`config.mk`:
```
export PLATFORM = sky130hd
export DESIGN_NAME = mem_wb_stage
export DESIGN_NICKNAME = d
export VERILOG_FILES = /design/src/rtl/mem_wb_stage.sv
export SDC_FILE = /design/constraint.sdc
export NUM_CORES = 1
export LEC_CHECK = 0
export CORE_MARGIN = 5
export CORE_UTILIZATION = 37
export DETAILED_ROUTE_END_ITERATION = 10
export PLACE_DENSITY = 0.73
export SLEW_MARGIN = 10
export SYNTH_ARGS = -nofsm -noshare
export SYNTH_HDL_FRONTEND = slang
export SYNTH_SLANG_ARGS = --single-unit
```
`constraint.sdc`:
```
create_clock -name i_clk -period 2.25 [get_ports i_clk]
set_clock_uncertainty 0.1 [all_clocks]
set_input_delay 0.3375 -clock i_clk [delete_from_list [all_inputs] [get_ports i_clk]]
set_output_delay 0.3375 -clock i_clk [all_outputs]
set_load 0.05 [all_outputs]
```
`src/rtl/mem_wb_stage.sv`:
```
// MEM/WB pipeline register: load extension, write-back select and retired-instruction counter.
// Optional HALT capture and freeze is enabled by defining MEM_WB_HALT_DETECT_EN.
module mem_wb_stage #(
  parameter int BITS_SIZE      = 32,
  parameter int BITS_REG       = 5,
  parameter int BITS_EXTENSION = 2
) (
  input  logic                      i_clk,
  input  logic                      i_reset,
  input  logic                      i_step,
  input  logic                      i_flush,
  input  logic                      i_valid,
  input  logic [BITS_SIZE-1:0]      i_mem_data,
  input  logic [BITS_SIZE-1:0]      i_alu_result,
  input  logic [BITS_SIZE-1:0]      i_pc_link,
  input  logic [BITS_REG-1:0]       i_rd,
  input  logic                      i_reg_write,
  input  logic                      i_mem_to_reg,
  input  logic                      i_link,
  input  logic [BITS_EXTENSION-1:0] i_load_ext,
  input  logic                      i_load_unsigned,
  input  logic                      i_halt,
  output logic [BITS_SIZE-1:0]      o_wb_data,
  output logic [BITS_REG-1:0]       o_wb_rd,
  output logic                      o_wb_reg_write,
  output logic [BITS_SIZE-1:0]      o_retired_count,
  output logic                      o_halt
);

  localparam logic [BITS_EXTENSION-1:0] EXT_BYTE = BITS_EXTENSION'(1);
  localparam logic [BITS_EXTENSION-1:0] EXT_HALF = BITS_EXTENSION'(2);

  logic [BITS_SIZE-1:0] ext_data;
  logic [BITS_SIZE-1:0] wb_value;

  logic [BITS_SIZE-1:0] wb_data_q, wb_data_d;
  logic [BITS_REG-1:0]  wb_rd_q, wb_rd_d;
  logic                 wb_reg_write_q, wb_reg_write_d;
  logic [BITS_SIZE-1:0] retired_q, retired_d;
  logic                 halted;

  // Fill the whole word with the sign (or zero), then overlay the loaded low bits.
  always_comb begin
    ext_data = i_mem_data;
    case (i_load_ext)
      EXT_BYTE: begin
        ext_data      = {BITS_SIZE{i_mem_data[7] & ~i_load_unsigned}};
        ext_data[7:0] = i_mem_data[7:0];
      end
      EXT_HALF: begin
        ext_data       = {BITS_SIZE{i_mem_data[15] & ~i_load_unsigned}};
        ext_data[15:0] = i_mem_data[15:0];
      end
      default: ext_data = i_mem_data;
    endcase
  end

  always_comb begin
    if (i_link)
      wb_value = i_pc_link;
    else if (i_mem_to_reg)
      wb_value = ext_data;
    else
      wb_value = i_alu_result;
  end

`ifdef MEM_WB_HALT_DETECT_EN
  logic halt_q, halt_d;
  assign halted = halt_q;
  assign o_halt = halt_q;
`else
  assign halted = 1'b0;
  assign o_halt = 1'b0;
  logic unused_halt;
  assign unused_halt = i_halt;
`endif

  always_comb begin
    wb_data_d      = wb_data_q;
    wb_rd_d        = wb_rd_q;
    wb_reg_write_d = wb_reg_write_q;
    retired_d      = retired_q;
`ifdef MEM_WB_HALT_DETECT_EN
    halt_d         = halt_q;
`endif
    if (!halted && i_step) begin
      if (i_flush) begin
        wb_data_d      = '0;
        wb_rd_d        = '0;
        wb_reg_write_d = 1'b0;
      end else begin
        wb_data_d      = wb_value;
        wb_rd_d        = i_rd;
        // Writes to r0 and from empty slots never reach the register file.
        wb_reg_write_d = i_reg_write & i_valid & (i_rd != '0);
        if (i_valid)
          retired_d = retired_q + BITS_SIZE'(1);
`ifdef MEM_WB_HALT_DETECT_EN
        halt_d = i_valid & i_halt;
`endif
      end
    end
  end

  always_ff @(posedge i_clk or negedge i_reset) begin
    if (!i_reset) begin
      wb_data_q      <= '0;
      wb_rd_q        <= '0;
      wb_reg_write_q <= 1'b0;
      retired_q      <= '0;
`ifdef MEM_WB_HALT_DETECT_EN
      halt_q         <= 1'b0;
`endif
    end else begin
      wb_data_q      <= wb_data_d;
      wb_rd_q        <= wb_rd_d;
      wb_reg_write_q <= wb_reg_write_d;
      retired_q      <= retired_d;
`ifdef MEM_WB_HALT_DETECT_EN
      halt_q         <= halt_d;
`endif
    end
  end

  assign o_wb_data       = wb_data_q;
  assign o_wb_rd         = wb_rd_q;
  assign o_wb_reg_write  = wb_reg_write_q;
  assign o_retired_count = retired_q;

endmodule
```
Word-level counts from Yosys, hierarchy flattened
Cells that the tools add are included. W data, S select, Z words.

Add/sub/neg operators: 1. Equality and inequality tests: 2. Bitwise logic cells: 6. Multiplexer cells: 6. Reductions and logical operators: 2.

Operator list (number): $mux W32 (3); $pmux W32 S2 (1); $add A32 B1 Y32 const B (1); $mux W5 (1); $reduce_bool A5 Y1 (1); $and A1 B1 Y1 (4); $reduce_and A3 Y1 (1); $eq A2 B1 Y1 const B (1); $eq A2 B2 Y1 const B (1); $not A1 Y1 (2); $mux W1 (1).

Bits of input ports: 113. Output and inout port bits: 71. Logic and storage cells: 21. Register bits: 70.

Logic depth before layout (Yosys ltp)
Word-level depth: 6. Depth in mapped cells: 7. Mapped depth without buffers: 6.

Worst setup path before layout
OpenSTA, ideal clock, no wires.

Kind: reg-to-reg. Start: register retired_q[0], in the netlist o_retired_count[0]. End: register retired_q[14], in the netlist o_retired_count[14]. Library setup time: 142 ps. Stages on the path, launching flop included: 6. Data required time: 2008 ps. Slack: 142 ps. Period minus slack after synthesis: 2108 ps. Arrival time: 1866 ps. Cell sequence: dfrtp_1 ha_1 nand4b_4 nor4_4 nand4_1 xnor2_1.

Word-level cells in the longest chain between the ends: 1.

RTL lines: start: declaration (line 39) `logic [BITS_SIZE-1:0] retired_q, retired_d;`; start signal: assignment (line 118) `retired_q <= retired_d;`; $add A32 B1 Y32 (line 97) `retired_d = retired_q + BITS_SIZE'(1);`.

No other way between the ends. A chain may end at the register's enable or synchronous reset.

Final worst setup path
Start: register retired_q[5], in the netlist o_retired_count[5]. End: output port o_retired_count[5].

RTL lines: end: declaration (line 26) `output logic [BITS_SIZE-1:0] o_retired_count,`.

No word-level cell between the ends.

==> impl_metrics.py <==
metrics = {
    "sta": {
        "fin_tns_setup_ns": 0,
        "finalHoldViolCount": 0,
        "tightest_slew_ns": 0.697,
        "fin_crit_ns": 2.12,
        "min_period_over_period": 0.942,
        "setup_viol_count_final": 0,
        "rsz_0062_raised_after_global_routing": "no",
        "fmax_ghz": 0.472,
        "timing.final.max_slew_violations": 0,
        "maxSlewHeadroom": 0.535,
    },
    "pwr": {
        "fin_total_pwr_mw": 3.78,
        "power_density_nw_per_um2": 624,
        "max-vdd-ir-drop_mv": 0.660,
        "cellLeakagePower_nw": 2.59,
    },
    "routing": {
        "wirelength_um": 11400,
        "initialDrtViolationCount": 167,
        "vias": 3735,
        "first_pass_drt_iterations": 5,
        "wire_per_inst_um": 15.3,
        "drc_errors": 0,
        "via_per_inst": 4.99,
        "drt.antenna.violating_nets": 0,
    },
    "setup_path": {
        "critical_path.endpoint_type": "output port",
        "worst-path-buf-inv": 1,
        "crit_path_cell_trace": "clkdlybuf4s50_1",
        "crit_path_leading_delay_family": "buffers and inverters",
        "worst-endpoint-arrival_ns": 1.68,
        "path_type_of_the_worst_setup_path": "flip-flop to output port",
        "critical_path.slowest_cell": "sky130_fd_sc_hd__clkdlybuf4s50_1",
        "critical_path_required_ns": 1.81,
        "timing.critical_path.slowest_cell_delay_ns": 0.86,
        "path_max_fanout": 5,
        "timing.critical_path.from_type": "flip-flop",
    },
    "global_route": {
        "grt_start_max_net_pins": 71,
        "grt.total_usage": 0.178,
        "grt.overflow.total": 0,
        "antenna_violations_before_repair": 0,
        "first_global_vias": 3769,
        "grt_first_pass_wirelength_um": 18500,
    },
    "synth": {
        "yosysUniqueCellTypes": 38,
        "avgSynthCellArea_um2": 9.03,
        "synth_area_leaders": "sky130_fd_sc_hd__dfrtp_1 46%, sky130_fd_sc_hd__xnor2_1 6.2%, sky130_fd_sc_hd__o21ai_0 6.0%",
        "post-synth-top-area-cell": "sky130_fd_sc_hd__dfrtp_1",
        "seq_area_frac_synth": 0.458,
        "synth_top_area_frac": 0.458,
        "synth_nets": 540,
        "combined_area_of_all_synthesized_cells_um2": 3830,
        "synth_warnings": 0,
        "synthCells": 424,
        "synth.ff_latch_count": 70,
    },
    "layout": {
        "antenna_cells": 0,
        "layout-drive-gt1-share": 0.0703,
        "mostFrequentLayoutCell": "sky130_fd_sc_hd__clkdlybuf4s50_1",
        "layout-area-overhead-vs-synth_pct": 58.4,
        "most-common-layout-cells": "178 x sky130_fd_sc_hd__clkdlybuf4s50_1, 70 x sky130_fd_sc_hd__dfrtp_1, 58 x sky130_fd_sc_hd__inv_1, 46 x sky130_fd_sc_hd__o21ai_0, 32 x sky130_fd_sc_hd__o22ai_1",
        "finish.net_count": 723,
    },
    "clocking": {
        "cts-buffers-inserted": 9,
        "tritoncts": "built",
        "cts.root.buffer_cell": "sky130_fd_sc_hd__clkbuf_8",
        "cts_max_level": 3,
        "ctsResizeCount": 0,
        "longest_clk_path_bufs": 2,
        "clkSlewWorstSetupHoldPaths_ns": 0.09,
        "post_cts_buffers": 0,
        "cts_hold_buf": 1,
        "clk_latency_ns": 0.34,
        "clock_sink_count": 70,
    },
    "floorplan": {
        "die_h_um": 112,
        "floorplan.io_pins": 184,
        "start_util": 0.374,
        "die_width_um": 112,
        "placeableCoreArea_um2": 10200,
        "design.die.area_um2": 12500,
        "num_rows": 37,
    },
    "run": {
        "max_cap_viol_count": 0,
    },
    "placed_design": {
        "gp_congestion": 0.867,
        "detailed_place_hpwl_um": 8840,
        "port_buffers": 181,
    },
    "min_path": {
        "hold_class": "input port to flip-flop",
    },
    "run_status": {
        "status": "finished, final reports clean",
    },
}
final timing paths:
kind / from / to / slack, ns / depth (start not counted)
min in group asynchronous: i_reset / o_retired_count[8] / 0.45 / 3
hold / removal: i_step / o_retired_count[2] / 0.28 / 3
setup / recovery: o_retired_count[5] / o_retired_count[5] / 0.13 / 1
hold reg to reg: o_retired_count[31] / o_retired_count[31] / 0.38 / 1
max in group asynchronous: i_reset / o_wb_data[10] / 1.30 / 3
setup reg to reg: o_retired_count[0] / o_retired_count[22] / 0.42 / 6
power by group:
part / leakage [nW] / switching [mW] / internal, mW
Combinational: 1.55 / 0.679 / 0.500
Sequential: 0.935 / 0.110 / 1.36
Clock: 0.107 / 0.500 / 0.635
Total: 2.59 / 1.29 / 2.50
per-stage QoR:
step / hold WS [ns] / cell area [µm²] / util / instances / setup WS, ns
2_1_floorplan: -0.0581 / 3830 / - / 424 / 0.142
3_3_place_gp: 0.293 / 5830 / 0.570 / 731 / 0.0536
3_5_place_dp: 0.293 / 5830 / 0.570 / 731 / 0.0319
4_1_cts: 0.260 / 6060 / 0.593 / 748 / 0.101
5_1_grt: 0.275 / 6060 / 0.593 / 748 / 0.0599
6_report: 0.280 / 6060 / 0.593 / 748 / 0.130
registers in the layout, indices dropped and copies added (netlist names):
signal	cells
o_retired_count	32
o_wb_reg_write	1
o_wb_data	32
o_wb_rd	5
layer usage:
metal  routed length, µm  GRT usage
met1                4790      0.220
met2                5650      0.312
met3                 928     0.0527
met4                  53     0.0333
met5                   0          0
cell families after synthesis:
kind of cell / Yosys count / share of synthesized area
buf+inv: 84 / 0.0853
compound gates: 113 / 0.172
mux: 9 / 0.0239
other cells: 1 / 0.000979
xor+xnor: 31 / 0.0709
flops: 70 / 0.458
fa+ha+maj: 3 / 0.00980
simple gates: 113 / 0.180
worst register-to-register path: stages (launching register included):
cell and delay (ns):
sky130_fd_sc_hd__dfrtp_1 0.45, sky130_fd_sc_hd__ha_1 0.23, sky130_fd_sc_hd__nand4b_4 0.14, sky130_fd_sc_hd__nor4_4 0.28, sky130_fd_sc_hd__buf_4 0.22, sky130_fd_sc_hd__nand4_1 0.13
sky130_fd_sc_hd__xnor2_1 0.15
synthesized netlist by cell type:
library cell and number:
sky130_fd_sc_hd__a31oi_1 16, sky130_fd_sc_hd__o22ai_1 32, sky130_fd_sc_hd__nand2b_1 17, sky130_fd_sc_hd__nor4_4 2
sky130_fd_sc_hd__mux2_2 1, sky130_fd_sc_hd__nand4b_4 1, sky130_fd_sc_hd__nand4b_1 1, sky130_fd_sc_hd__nand3_1 10
sky130_fd_sc_hd__o21ai_0 46, sky130_fd_sc_hd__nor2_1 29, sky130_fd_sc_hd__conb_1 1, sky130_fd_sc_hd__inv_1 58
sky130_fd_sc_hd__nand4_1 12, sky130_fd_sc_hd__or2_2 1, sky130_fd_sc_hd__and2_1 2, sky130_fd_sc_hd__mux2i_1 8
sky130_fd_sc_hd__o21bai_2 1, sky130_fd_sc_hd__o2111ai_1 1, sky130_fd_sc_hd__nor4_2 1, sky130_fd_sc_hd__a22oi_1 9
sky130_fd_sc_hd__nand3b_1 13, sky130_fd_sc_hd__and4_1 2, sky130_fd_sc_hd__clkbuf_1 16, sky130_fd_sc_hd__nor3_1 2
sky130_fd_sc_hd__buf_1 5, sky130_fd_sc_hd__and2b_1 1, sky130_fd_sc_hd__nand2_1 13, sky130_fd_sc_hd__and4bb_2 1
sky130_fd_sc_hd__a21oi_1 8, sky130_fd_sc_hd__or4_1 1, sky130_fd_sc_hd__xnor2_1 27, sky130_fd_sc_hd__dfrtp_1 70
sky130_fd_sc_hd__ha_1 3, sky130_fd_sc_hd__buf_2 3, sky130_fd_sc_hd__xor2_1 4, sky130_fd_sc_hd__nand4_4 1
sky130_fd_sc_hd__buf_4 2, sky130_fd_sc_hd__and3_1 3
cell type report:
cell class | count | area, µm²
clock buffers | 10 | 128
clock inverters | 6 | 93.8
fillers | 888 | 4170
inverters | 58 | 218
multi-input cells | 270 | 1750
flip-flops and latches | 70 | 1750
well taps | 136 | 170
repair buffers | 198 | 1950
Power figures use the tool's default switching activity.
